File: src/rtl/mips_ctrl_pkg.sv
// Shared definitions for the multi-cycle MIPS main control: opcodes, FSM states
// and the select/ALUOp encodings seen by the datapath and alu_control.
package mips_ctrl_pkg;

    localparam logic [5:0] OP_RTYPE = 6'b000000;
    localparam logic [5:0] OP_LW    = 6'b100011;
    localparam logic [5:0] OP_SW    = 6'b101011;
    localparam logic [5:0] OP_BNE   = 6'b000101;
    localparam logic [5:0] OP_ADDIU = 6'b001001;
    localparam logic [5:0] OP_J     = 6'b000010;

    // ALUOp values must stay in step with alu_control's decode.
    localparam logic [1:0] ALU_OP_ADD   = 2'b00;
    localparam logic [1:0] ALU_OP_SUB   = 2'b01;
    localparam logic [1:0] ALU_OP_RTYPE = 2'b10;
    localparam logic [1:0] ALU_OP_IADD  = 2'b11;

    localparam logic [1:0] SRCB_RT      = 2'b00;
    localparam logic [1:0] SRCB_FOUR    = 2'b01;
    localparam logic [1:0] SRCB_IMM     = 2'b10;
    localparam logic [1:0] SRCB_IMM_SH2 = 2'b11;

    localparam logic [1:0] PCSRC_ALU    = 2'b00;
    localparam logic [1:0] PCSRC_ALUOUT = 2'b01;
    localparam logic [1:0] PCSRC_JUMP   = 2'b10;

    typedef enum logic [3:0] {
        ST_RESET,
        ST_FETCH,
        ST_DECODE,
        ST_MEM_ADDR,
        ST_MEM_RD,
        ST_MEM_WB,
        ST_MEM_WR,
        ST_R_EXE,
        ST_R_WB,
        ST_BR,
        ST_I_EXE,
        ST_I_WB,
        ST_JMP
    } state_e;

    function automatic logic is_mem_wait_state(input state_e s);
        return (s == ST_FETCH) || (s == ST_MEM_RD) || (s == ST_MEM_WR);
    endfunction

endpackage

File: src/rtl/mc_wait_timer.sv
// Bounded wait counter for memory handshakes: flags expiry on the WAIT_MAX-th
// consecutive cycle without ready.
module mc_wait_timer #(
    parameter int unsigned WAIT_MAX = 255
) (
    input  logic clk,
    input  logic rst_n,
    input  logic active,
    input  logic ready,
    input  logic clear,
    output logic expired
);

    localparam int unsigned CW = (WAIT_MAX < 2) ? 1 : $clog2(WAIT_MAX + 1);
    localparam logic [CW-1:0] LIMIT = CW'(WAIT_MAX - 1);

    logic [CW-1:0] count_q;
    logic [CW-1:0] count_d;

    // The count holds the number of wait cycles already completed, so the
    // cycle that sees LIMIT is the WAIT_MAX-th wait cycle.
    always_comb begin
        count_d = count_q;
        if (clear) begin
            count_d = '0;
        end else if (active && !ready) begin
            count_d = count_q + CW'(1);
        end
    end

    always_ff @(posedge clk or negedge rst_n) begin
        if (!rst_n) begin
            count_q <= '0;
        end else begin
            count_q <= count_d;
        end
    end

    assign expired = active && !ready && (count_q == LIMIT);

endmodule

File: src/rtl/mips_mc_control.sv
// Multi-cycle MIPS main control FSM with ready handshake and wait timeout.
// Define MC_CTRL_JUMP_EN to build the J instruction path (JMP state).
module mips_mc_control
    import mips_ctrl_pkg::*;
#(
    parameter int unsigned WAIT_MAX = 255
) (
    input  logic       clk,
    input  logic       rst_n,
    input  logic [5:0] opcode,
    input  logic       mem_ready,
    output logic       pc_write,
    output logic       pc_write_cond,
    output logic [1:0] pc_source,
    output logic       i_or_d,
    output logic       mem_read,
    output logic       mem_write,
    output logic       ir_write,
    output logic       mem_to_reg,
    output logic       reg_dst,
    output logic       reg_write,
    output logic       alu_src_a,
    output logic [1:0] alu_src_b,
    output logic [1:0] alu_op,
    output logic       illegal_op,
    output logic       mem_timeout
);

    state_e state_q;
    state_e state_d;
    logic   is_store_q;
    logic   is_store_d;
    logic   illegal_q;
    logic   illegal_d;
    logic   timeout_q;
    logic   timeout_d;
    logic   timer_active;
    logic   timer_clear;
    logic   timer_expired;

    assign timer_active = is_mem_wait_state(state_q);
    // Expiry in FETCH keeps the state, so it must clear the timer explicitly.
    assign timer_clear  = (state_d != state_q) || timer_expired;

    mc_wait_timer #(
        .WAIT_MAX (WAIT_MAX)
    ) u_wait_timer (
        .clk     (clk),
        .rst_n   (rst_n),
        .active  (timer_active),
        .ready   (mem_ready),
        .clear   (timer_clear),
        .expired (timer_expired)
    );

    always_ff @(posedge clk or negedge rst_n) begin
        if (!rst_n) begin
            state_q    <= ST_RESET;
            is_store_q <= 1'b0;
            illegal_q  <= 1'b0;
            timeout_q  <= 1'b0;
        end else begin
            state_q    <= state_d;
            is_store_q <= is_store_d;
            illegal_q  <= illegal_d;
            timeout_q  <= timeout_d;
        end
    end

    // The load/store choice is latched in DECODE since opcode is not trusted later.
    always_comb begin
        state_d    = state_q;
        is_store_d = is_store_q;
        illegal_d  = 1'b0;
        timeout_d  = timeout_q;
        case (state_q)
            ST_RESET:    state_d = ST_FETCH;
            ST_FETCH: begin
                if (mem_ready) begin
                    state_d = ST_DECODE;
                end else if (timer_expired) begin
                    timeout_d = 1'b1;
                end
            end
            ST_DECODE: begin
                case (opcode)
                    OP_LW: begin
                        state_d    = ST_MEM_ADDR;
                        is_store_d = 1'b0;
                    end
                    OP_SW: begin
                        state_d    = ST_MEM_ADDR;
                        is_store_d = 1'b1;
                    end
                    OP_RTYPE: state_d = ST_R_EXE;
                    OP_BNE:   state_d = ST_BR;
                    OP_ADDIU: state_d = ST_I_EXE;
`ifdef MC_CTRL_JUMP_EN
                    OP_J:     state_d = ST_JMP;
`endif
                    default: begin
                        state_d   = ST_FETCH;
                        illegal_d = 1'b1;
                    end
                endcase
            end
            ST_MEM_ADDR: state_d = is_store_q ? ST_MEM_WR : ST_MEM_RD;
            ST_MEM_RD: begin
                if (mem_ready) begin
                    state_d = ST_MEM_WB;
                end else if (timer_expired) begin
                    state_d   = ST_FETCH;
                    timeout_d = 1'b1;
                end
            end
            ST_MEM_WR: begin
                if (mem_ready) begin
                    state_d = ST_FETCH;
                end else if (timer_expired) begin
                    state_d   = ST_FETCH;
                    timeout_d = 1'b1;
                end
            end
            ST_MEM_WB:   state_d = ST_FETCH;
            ST_R_EXE:    state_d = ST_R_WB;
            ST_R_WB:     state_d = ST_FETCH;
            ST_BR:       state_d = ST_FETCH;
            ST_I_EXE:    state_d = ST_I_WB;
            ST_I_WB:     state_d = ST_FETCH;
`ifdef MC_CTRL_JUMP_EN
            ST_JMP:      state_d = ST_FETCH;
`endif
            default:     state_d = ST_FETCH;
        endcase
    end

    // Moore decode; only the FETCH write enables look at mem_ready directly.
    always_comb begin
        pc_write      = 1'b0;
        pc_write_cond = 1'b0;
        pc_source     = PCSRC_ALU;
        i_or_d        = 1'b0;
        mem_read      = 1'b0;
        mem_write     = 1'b0;
        ir_write      = 1'b0;
        mem_to_reg    = 1'b0;
        reg_dst       = 1'b0;
        reg_write     = 1'b0;
        alu_src_a     = 1'b0;
        alu_src_b     = SRCB_RT;
        alu_op        = ALU_OP_ADD;
        case (state_q)
            ST_FETCH: begin
                mem_read  = 1'b1;
                alu_src_b = SRCB_FOUR;
                ir_write  = mem_ready;
                pc_write  = mem_ready;
            end
            ST_DECODE: begin
                alu_src_b = SRCB_IMM_SH2;
            end
            ST_MEM_ADDR: begin
                alu_src_a = 1'b1;
                alu_src_b = SRCB_IMM;
            end
            ST_MEM_RD: begin
                mem_read = 1'b1;
                i_or_d   = 1'b1;
            end
            ST_MEM_WB: begin
                reg_write  = 1'b1;
                mem_to_reg = 1'b1;
            end
            ST_MEM_WR: begin
                mem_write = 1'b1;
                i_or_d    = 1'b1;
            end
            ST_R_EXE: begin
                alu_src_a = 1'b1;
                alu_op    = ALU_OP_RTYPE;
            end
            ST_R_WB: begin
                reg_write = 1'b1;
                reg_dst   = 1'b1;
            end
            ST_BR: begin
                alu_src_a     = 1'b1;
                alu_op        = ALU_OP_SUB;
                pc_write_cond = 1'b1;
                pc_source     = PCSRC_ALUOUT;
            end
            ST_I_EXE: begin
                alu_src_a = 1'b1;
                alu_src_b = SRCB_IMM;
                alu_op    = ALU_OP_IADD;
            end
            ST_I_WB: begin
                reg_write = 1'b1;
            end
`ifdef MC_CTRL_JUMP_EN
            ST_JMP: begin
                pc_write  = 1'b1;
                pc_source = PCSRC_JUMP;
            end
`endif
            default: begin
            end
        endcase
    end

    assign illegal_op  = illegal_q;
    assign mem_timeout = timeout_q;

endmodule
File: config.mk
export PLATFORM = sky130hd
export DESIGN_NAME = mips_mc_control
export DESIGN_NICKNAME = d
export VERILOG_FILES = /design/src/rtl/mips_ctrl_pkg.sv /design/src/rtl/mc_wait_timer.sv /design/src/rtl/mips_mc_control.sv
export SDC_FILE = /design/constraint.sdc
export NUM_CORES = 1
export LEC_CHECK = 0
export CAP_MARGIN = 20
export CORE_ASPECT_RATIO = 0.75
export CORE_MARGIN = 2
export CORE_UTILIZATION = 40
export CTS_CLUSTER_DIAMETER = 30
export CTS_CLUSTER_SIZE = 30
export DETAILED_ROUTE_END_ITERATION = 8
export PLACE_DENSITY = 0.69
export SLEW_MARGIN = 20
export SYNTH_ARGS = -nofsm -noshare
export SYNTH_HDL_FRONTEND = slang
export SYNTH_HIERARCHICAL = 1
export SYNTH_SLANG_ARGS = --single-unit
File: constraint.sdc
create_clock -name clk -period 2.6 [get_ports clk]
set_input_delay 0.39 -clock clk [delete_from_list [all_inputs] [get_ports clk]]
set_output_delay 0.39 -clock clk [all_outputs]
set_load 0.05 [all_outputs]
==> metrics.md, run 1 <==
| Metric | Value |
|---|---|
| Core region area | `0.00264 mm²` |
| Number of H-tree levels | `1` |
| I/O Buffers | `25` |
| Tmin final | `roughly 2400 ps` |
| First-pass DRT Iterations | `4` |
| Synth unique cells | `43` |
| HPWL Detailed | `2130 µm` |
| First-pass GRT wire length | `between 4000 and 5000 µm` |
| Post-synth EDFFs | `0` |
| Req. time, crit path | `roughly 2200 ps` |
| Initial Utilization | `42.8%` |
| Initial antenna violation count | `0` |
| RD Place Congestion | `~0.90` |
| Power Density | `around 920 mW/mm²` |
| Max-cap check violation count | `0` |
| Final Hold Vio Count | `0` |
| Share of layout cells above drive strength 1 | `16.9%` |
| # diodes | `0` |
| Total CTS buffers | `3` |
| Syn nets | `roughly 150` |
| CP startpoint kind | `flip-flop` |
| Area Overhead vs Synth | `34.1%` |
| # hold bufs at CTS | `0` |
| Worst Setup End Kind | `output pin` |
| Die Y | `50.1 µm` |
| Rel. slew slack | `54.5%` |
| Status | `complete, no violations` |
| Row cnt | `16` |
| Worst hold margin | `474 ps` |
| # IOs | `27` |
| Final Slew Violations | `0` |
| Seq/Total Area, Yosys | `33.2%` |
| Vias in the first global route | `approximately 1,000` |
| Mapped cell area | `0.00113 mm²` |
| CTS tree | `built` |
| Clock latency on the worst-skew pair | `250 ps` |
| Peak supply drop | `0.000454 V` |
| FFs w/ async S/R, synth | `100%` |
| Arrival time at the worst endpoint | `2040 ps` |
| Compound-gate portion of the synthesized area | `19.0%` |
| Root buf cell | `clkbuf_8` |
| Fin Setup TNS | `0 ps` |
| Final ANT Viol Nets | `0` |
| Placed cells | `198` |
| Routed len/inst | `14.2 µm` |
| # setup viols final | `0` |
| Mux cell area share after synthesis | `3.76%` |
| Layout Cells excl Fill | `202` |
| RSZ-0062 raised after global routing | `no` |
| Largest net degree at the start of global routing | `16` |
| Clk sink count | `15` |
| Die footprint | `0.00327 mm²` |
| Via Count | `1,128` |
| Main combinational cell family by area after synthesis | `simple AND/OR/NAND/NOR gates` |
| DRT Wirelength | `between 2000 and 3000 µm` |
| Crit path max fanout | `10` |
| Yosys warns | `6` |
| Leakage | `about 0.66 nW` |
| Fmax | `around 0.41 GHz` |
| Synth Area in Adders | `2.21%` |
| Total grt overflow | `0` |
| Vias per cell | `5.58` |
| Seq cells post-synth | `15` |
| Total GRT Usage | `18.8%` |
| HP Class | `flip-flop to flip-flop` |
| Cts repair resizes | `0` |
| CP Class | `flip-flop to output pin` |
| DR DRC count | `0` |
| Synth Area per Inst | `8.32 µm²` |
| Drt first-iter violations | `62` |
| Synth Instances | `136` |
| Layout Nets | `178` |
| Worst clock skew | `6.05 ps` |
| Final period util | `93.4%` |
| Maximum clock insertion buffer count | `2` |
| Clock transition at path regs | `60 ps` |
| Slew @ Worst Pin | `681 ps` |
| Synth Area in Simple Gates | `32.4%` |
| Post-synthesis xor/xnor area fraction | `3.10%` |
| Post-CTS setup-driven buffer insertion count | `0` |
| Die extent in x | `~65 µm` |
| Post-synth top flop | `dfrtp_1` |
[metrics by stage]
stage / total power, W / util (%) / worst slack, ps / instance area (µm²)
floorplan: 0.000917 / - / 156 / 1140
global placement: 0.00120 / 55.6 / 344 / 1470
detailed placement: 0.00121 / 55.6 / 298 / 1470
CTS: 0.00141 / 57.4 / 169 / 1520
global route: 0.00148 / 57.4 / 52.0 / 1520
finish: 0.00140 / 57.4 / 172 / 1520
[registers in the layout, indices dropped and copies added (netlist names)]
| register | cells |
|---|---|
| is_store_q | 1 |
| mem_timeout | 1 |
| u_wait_timer/count_q | 8 |
| state_q | 4 |
| illegal_op | 1 |
[critical path, stage by stage (launching register included)]
cell and delay, ps:
dfrtp_1 470, nand2b_1 310, nor3_2 190, clkdlybuf4s50_1 830
[Yosys cell counts (2+ instances only)]
master / n / area, µm²
nor3_1: 4 / 20.0
mux2i_1: 2 / 20.0
a211oi_1: 3 / 22.5
a21oi_1: 11 / 55.1
nand3_1: 4 / 20.0
nand2b_1: 5 / 31.3
o21ai_0: 5 / 25.0
dfrtp_1: 15 / 375
clkbuf_1: 4 / 15.0
nand2_1: 10 / 37.5
xnor2_1: 2 / 17.5
nor4_1: 2 / 12.5
nor2b_1: 5 / 31.3
ha_1: 2 / 25.0
o31ai_1: 4 / 30.0
nor2_1: 20 / 75.1
buf_4: 3 / 22.5
nand4_1: 3 / 18.8
inv_1: 4 / 15.0
or4_1: 3 / 22.5
xor2_1: 2 / 17.5
a21boi_0: 2 / 15.0
[cell families after synthesis]
group / Yosys count
AND/OR/NAND/NOR: 64
AO/OA/AOI/OAI: 33
flip-flops: 15
buffers and inverters: 13
XOR/XNOR: 4
multiplexers: 4
adder cells (fa/ha/maj): 2
other: 1
[final cells by class]
class | instances | area (µm²)
Clock buffer | 3 | 41.3
Clock inverter | 1 | 5.00
Fill cell | 232 | 1130
Inverter | 4 | 15.0
Multi-Input combinational cell | 108 | 699
Sequential cell | 15 | 375
Tap cell | 36 | 45.0
Timing Repair Buffer | 35 | 335
[worst paths after layout]
path / end / cells past startpoint / start / slack, ps
setup reg to reg: state_q[1] / 10 / state_q[2] / 380
min in group asynchronous: u_wait_timer/count_q[2] / 1 / rst_n / 550
hold reg to reg: mem_timeout / 1 / mem_timeout / 470
max in group asynchronous: illegal_op / 1 / rst_n / 1610
hold / removal: mem_timeout / 1 / mem_timeout / 470
setup / recovery: reg_dst / 3 / state_q[2] / 170
[layout by cell type (no fill, tap or decap), drive strengths merged, types with 3 or more instances in the layout]
master	instances
or4	3
buf	16
nand3	4
a211oi	3
clkbuf	3
nor2b	5
nand2	10
o31ai	4
clkdlybuf4s50	19
nor2	20
nand4	4
o21ai	5
nor3	4
inv	4
dfrtp	15
a21oi	11
nand2b	6
[routing by layer]
metal,vias to the layer above,global-route usage (%),part of all wire (%)
met5,-,0,0
met4,0,5.56,0.73
met3,4,5.94,8.8
met2,64,28.1,46
met1,515,26.0,45
li1,545,-,-
[report_power, final]
part	total, W	internal (W)	switching (W)
registers	0.000298	0.000265	0.0000336
clock network	0.000187	0.000106	0.0000812
logic	0.000911	0.000347	0.000564
Power figures use the tool's default switching activity.
==> run 2, diff against run 1 <==
--- a/config.mk
+++ b/config.mk
@@ -18,3 +18,4 @@
 export SYNTH_HDL_FRONTEND = slang
 export SYNTH_HIERARCHICAL = 1
 export SYNTH_SLANG_ARGS = --single-unit
+export TNS_END_PERCENT = 50
==> metrics.md, run 2 (synthesis gave the netlist of run 1 again) <==
| Metric | Value |
|---|---|
| Status | `complete, no violations` |
| CP startpoint kind | `flip-flop` |
| Max reg flops | `8` |
| Routed len/inst | `between 10 and 15 µm` |
| Max incr delay on CP | `820 ps` |
| Req. time, crit path | `2210 ps` |
| Vias in the first global route | `approximately 1,000` |
| Core region area | `0.00264 mm²` |
| Number of H-tree levels | `1` |
| Root buf cell | `clkbuf_8` |
| Total GRT Usage | `17.9%` |
| Top reg by flops | `u_wait_timer/count_q` |
| Vias per cell | `5.30` |
| # hold bufs at CTS | `0` |
| Crit-path slowest cell | `clkdlybuf4s50_1` |
| Initial antenna violation count | `0` |
| Commonest non-fill, non-tap cell in the layout | `nor2_1` |
| Clock latency on the worst-skew pair | `240 ps` |
| DR DRC count | `0` |
| Max-cap check violation count | `0` |
| Row cnt | `16` |
| Die footprint | `0.00327 mm²` |
| Worst Setup End Kind | `output pin` |
| Die Y | `50.1 µm` |
| Via Count | `1,060` |
| DRT Wirelength | `2640 µm` |
| Final ANT Viol Nets | `0` |
| Rel. slew slack | `55.8%` |
| Drt first-iter violations | `89` |
| Largest net degree at the start of global routing | `16` |
| Share of layout cells above drive strength 1 | `15.2%` |
| Clock transition at path regs | `~60 ps` |
| Total CTS buffers | `3` |
| Peak supply drop | `0.000364 V` |
| Total grt overflow | `0` |
| Maximum clock insertion buffer count | `2` |
| RD Place Congestion | `0.835` |
| Fin worst setup slack | `154 ps` |
| HPWL Detailed | `2090 µm` |
| Hold_sp | `mem_timeout` |
| Worst hold margin | `496 ps` |
| Die extent in x | `65.4 µm` |
| Slew @ Worst Pin | `661 ps` |
| # IOs | `27` |
| # diodes | `0` |
| HP Class | `flip-flop to flip-flop` |
| Area of the multi-input gates | `694 µm²` |
| First-pass DRT Iterations | `4` |
| Fillers | `251` |
| Final Slew Violations | `0` |
| Cts repair resizes | `0` |
| Area Overhead vs Synth | `32.0%` |
| Arrival time at the worst endpoint | `2060 ps` |
| Final period util | `94.1%` |
| Crit path max fanout | `10` |
| CP Class | `flip-flop to output pin` |
| Hold Path End | `mem_timeout` |
| RR Startpoint | `state_q[0]` |
| RR Endpoint | `state_q[1]` |
| Final Hold Vio Count | `0` |
| CTS tree | `built` |
| Layout Nets | `176` |
| I/O Buffers | `25` |
| Placed cells | `196` |
| Worst clock skew | `0.566 ps` |
| DRT met1 WL | `1370 µm` |
| Commonest non-fill, non-tap cells in the layout | `20 x nor2_1, 18 x clkdlybuf4s50_1, 15 x dfrtp_1, 13 x buf_4, 11 x a21oi_1` |
| Fmax | `0.409 GHz` |
| Clk sink count | `15` |
| Fin Setup TNS | `0 ps` |
| Flop2flop setup slack | `approximately 290 ps` |
| Biggest regs | `u_wait_timer/count_q: 8 flops, state_q: 4 flops` |
| Metal3 WL | `roughly 170 µm` |
| CP Cell Sequence | `buf_4, nand2b_1, a21oi_1, clkdlybuf4s50_1` |
| First-pass GRT wire length | `roughly 4600 µm` |
| Met2 WL | `1080 µm` |
| Leakage | `between 0.6 and 0.7 nW` |
| Power Density | `approximately 900 mW/mm²` |
| # setup viols final | `0` |
| FF-to-FF path depth | `10` |
| Layout Cells excl Fill | `200` |
| Post-CTS setup-driven buffer insertion count | `0` |
| Worst hold stages | `1` |
| DP Worst Slack | `approximately 270 ps` |
| Post-layout util | `56.5%` |
| Initial Utilization | `a little over two fifths` |
| Top layer in use | `met4` |
| RSZ-0062 raised after global routing | `no` |
| Tmin final | `~2400 ps` |
| FF/Latch Area | `375 µm²` |
==> run 2: changes by cell type in the layout (fill, tap and decap cells not counted), sizes merged <==
cell and delta:
buf -1, clkinv -1, clkdlybuf4s50 -1, clkbuf +1
==> run 2: worst max-delay path: cells and delay by family (launching register included) <==
kind | cells | cell delay [ps]
AO/OA/AOI/OAI | 1 | 150
flip-flops | 1 | 450
AND/OR/NAND/NOR | 1 | 190
buffers and inverters | 2 | 1020
==> run 2: power by group <==
part	internal [W]	leakage [nW]	switching, W	total (W)
Combinational	0.000332	0.424	0.000541	0.000872
Sequential	0.000265	0.204	0.0000468	0.000312
Clock	0.000108	0.0228	0.0000795	0.000188
Total	0.000705	0.651	0.000667	0.00137
==> run 2: how the worst max path moves through the flow <==
stage          startpoint                       to  slack, ps  cells past startpoint
2_1_floorplan  state_q[2]                reg_write        -20                      4
3_3_place_gp    opcode[2]  u_wait_timer/count_q[1]        280                      7
3_5_place_dp    opcode[2]  u_wait_timer/count_q[1]        270                      7
4_1_cts        state_q[0]                alu_op[0]        160                      4
5_1_grt        state_q[0]                alu_op[0]         40                      4
6_report       state_q[2]             alu_src_b[1]        150                      4
==> run 2: per-layer routing <==
metal	global-route usage [%]	up-vias
li1	-	539
met3	3.20	3
met4	3.47	0
met5	0	-
met2	26.5	38
met1	27.2	480
==> run 2: area by class of cell <==
| type | instances | share of cell area, % |
|---|---|---|
| multi-input combinational | 108 | 46.5 |
| inverter | 4 | 1.01 |
| sequential | 15 | 25.1 |
| tap | 36 | 3.02 |
| clock buffer | 4 | 3.02 |
| timing repair buffer | 33 | 21.3 |
==> run 2: stage by stage <==
stage          area [µm²]  power, W
2_1_floorplan        1140  0.000914
3_3_place_gp         1450   0.00118
3_5_place_dp         1450   0.00119
4_1_cts              1490   0.00138
5_1_grt              1490   0.00146
6_report             1490   0.00137
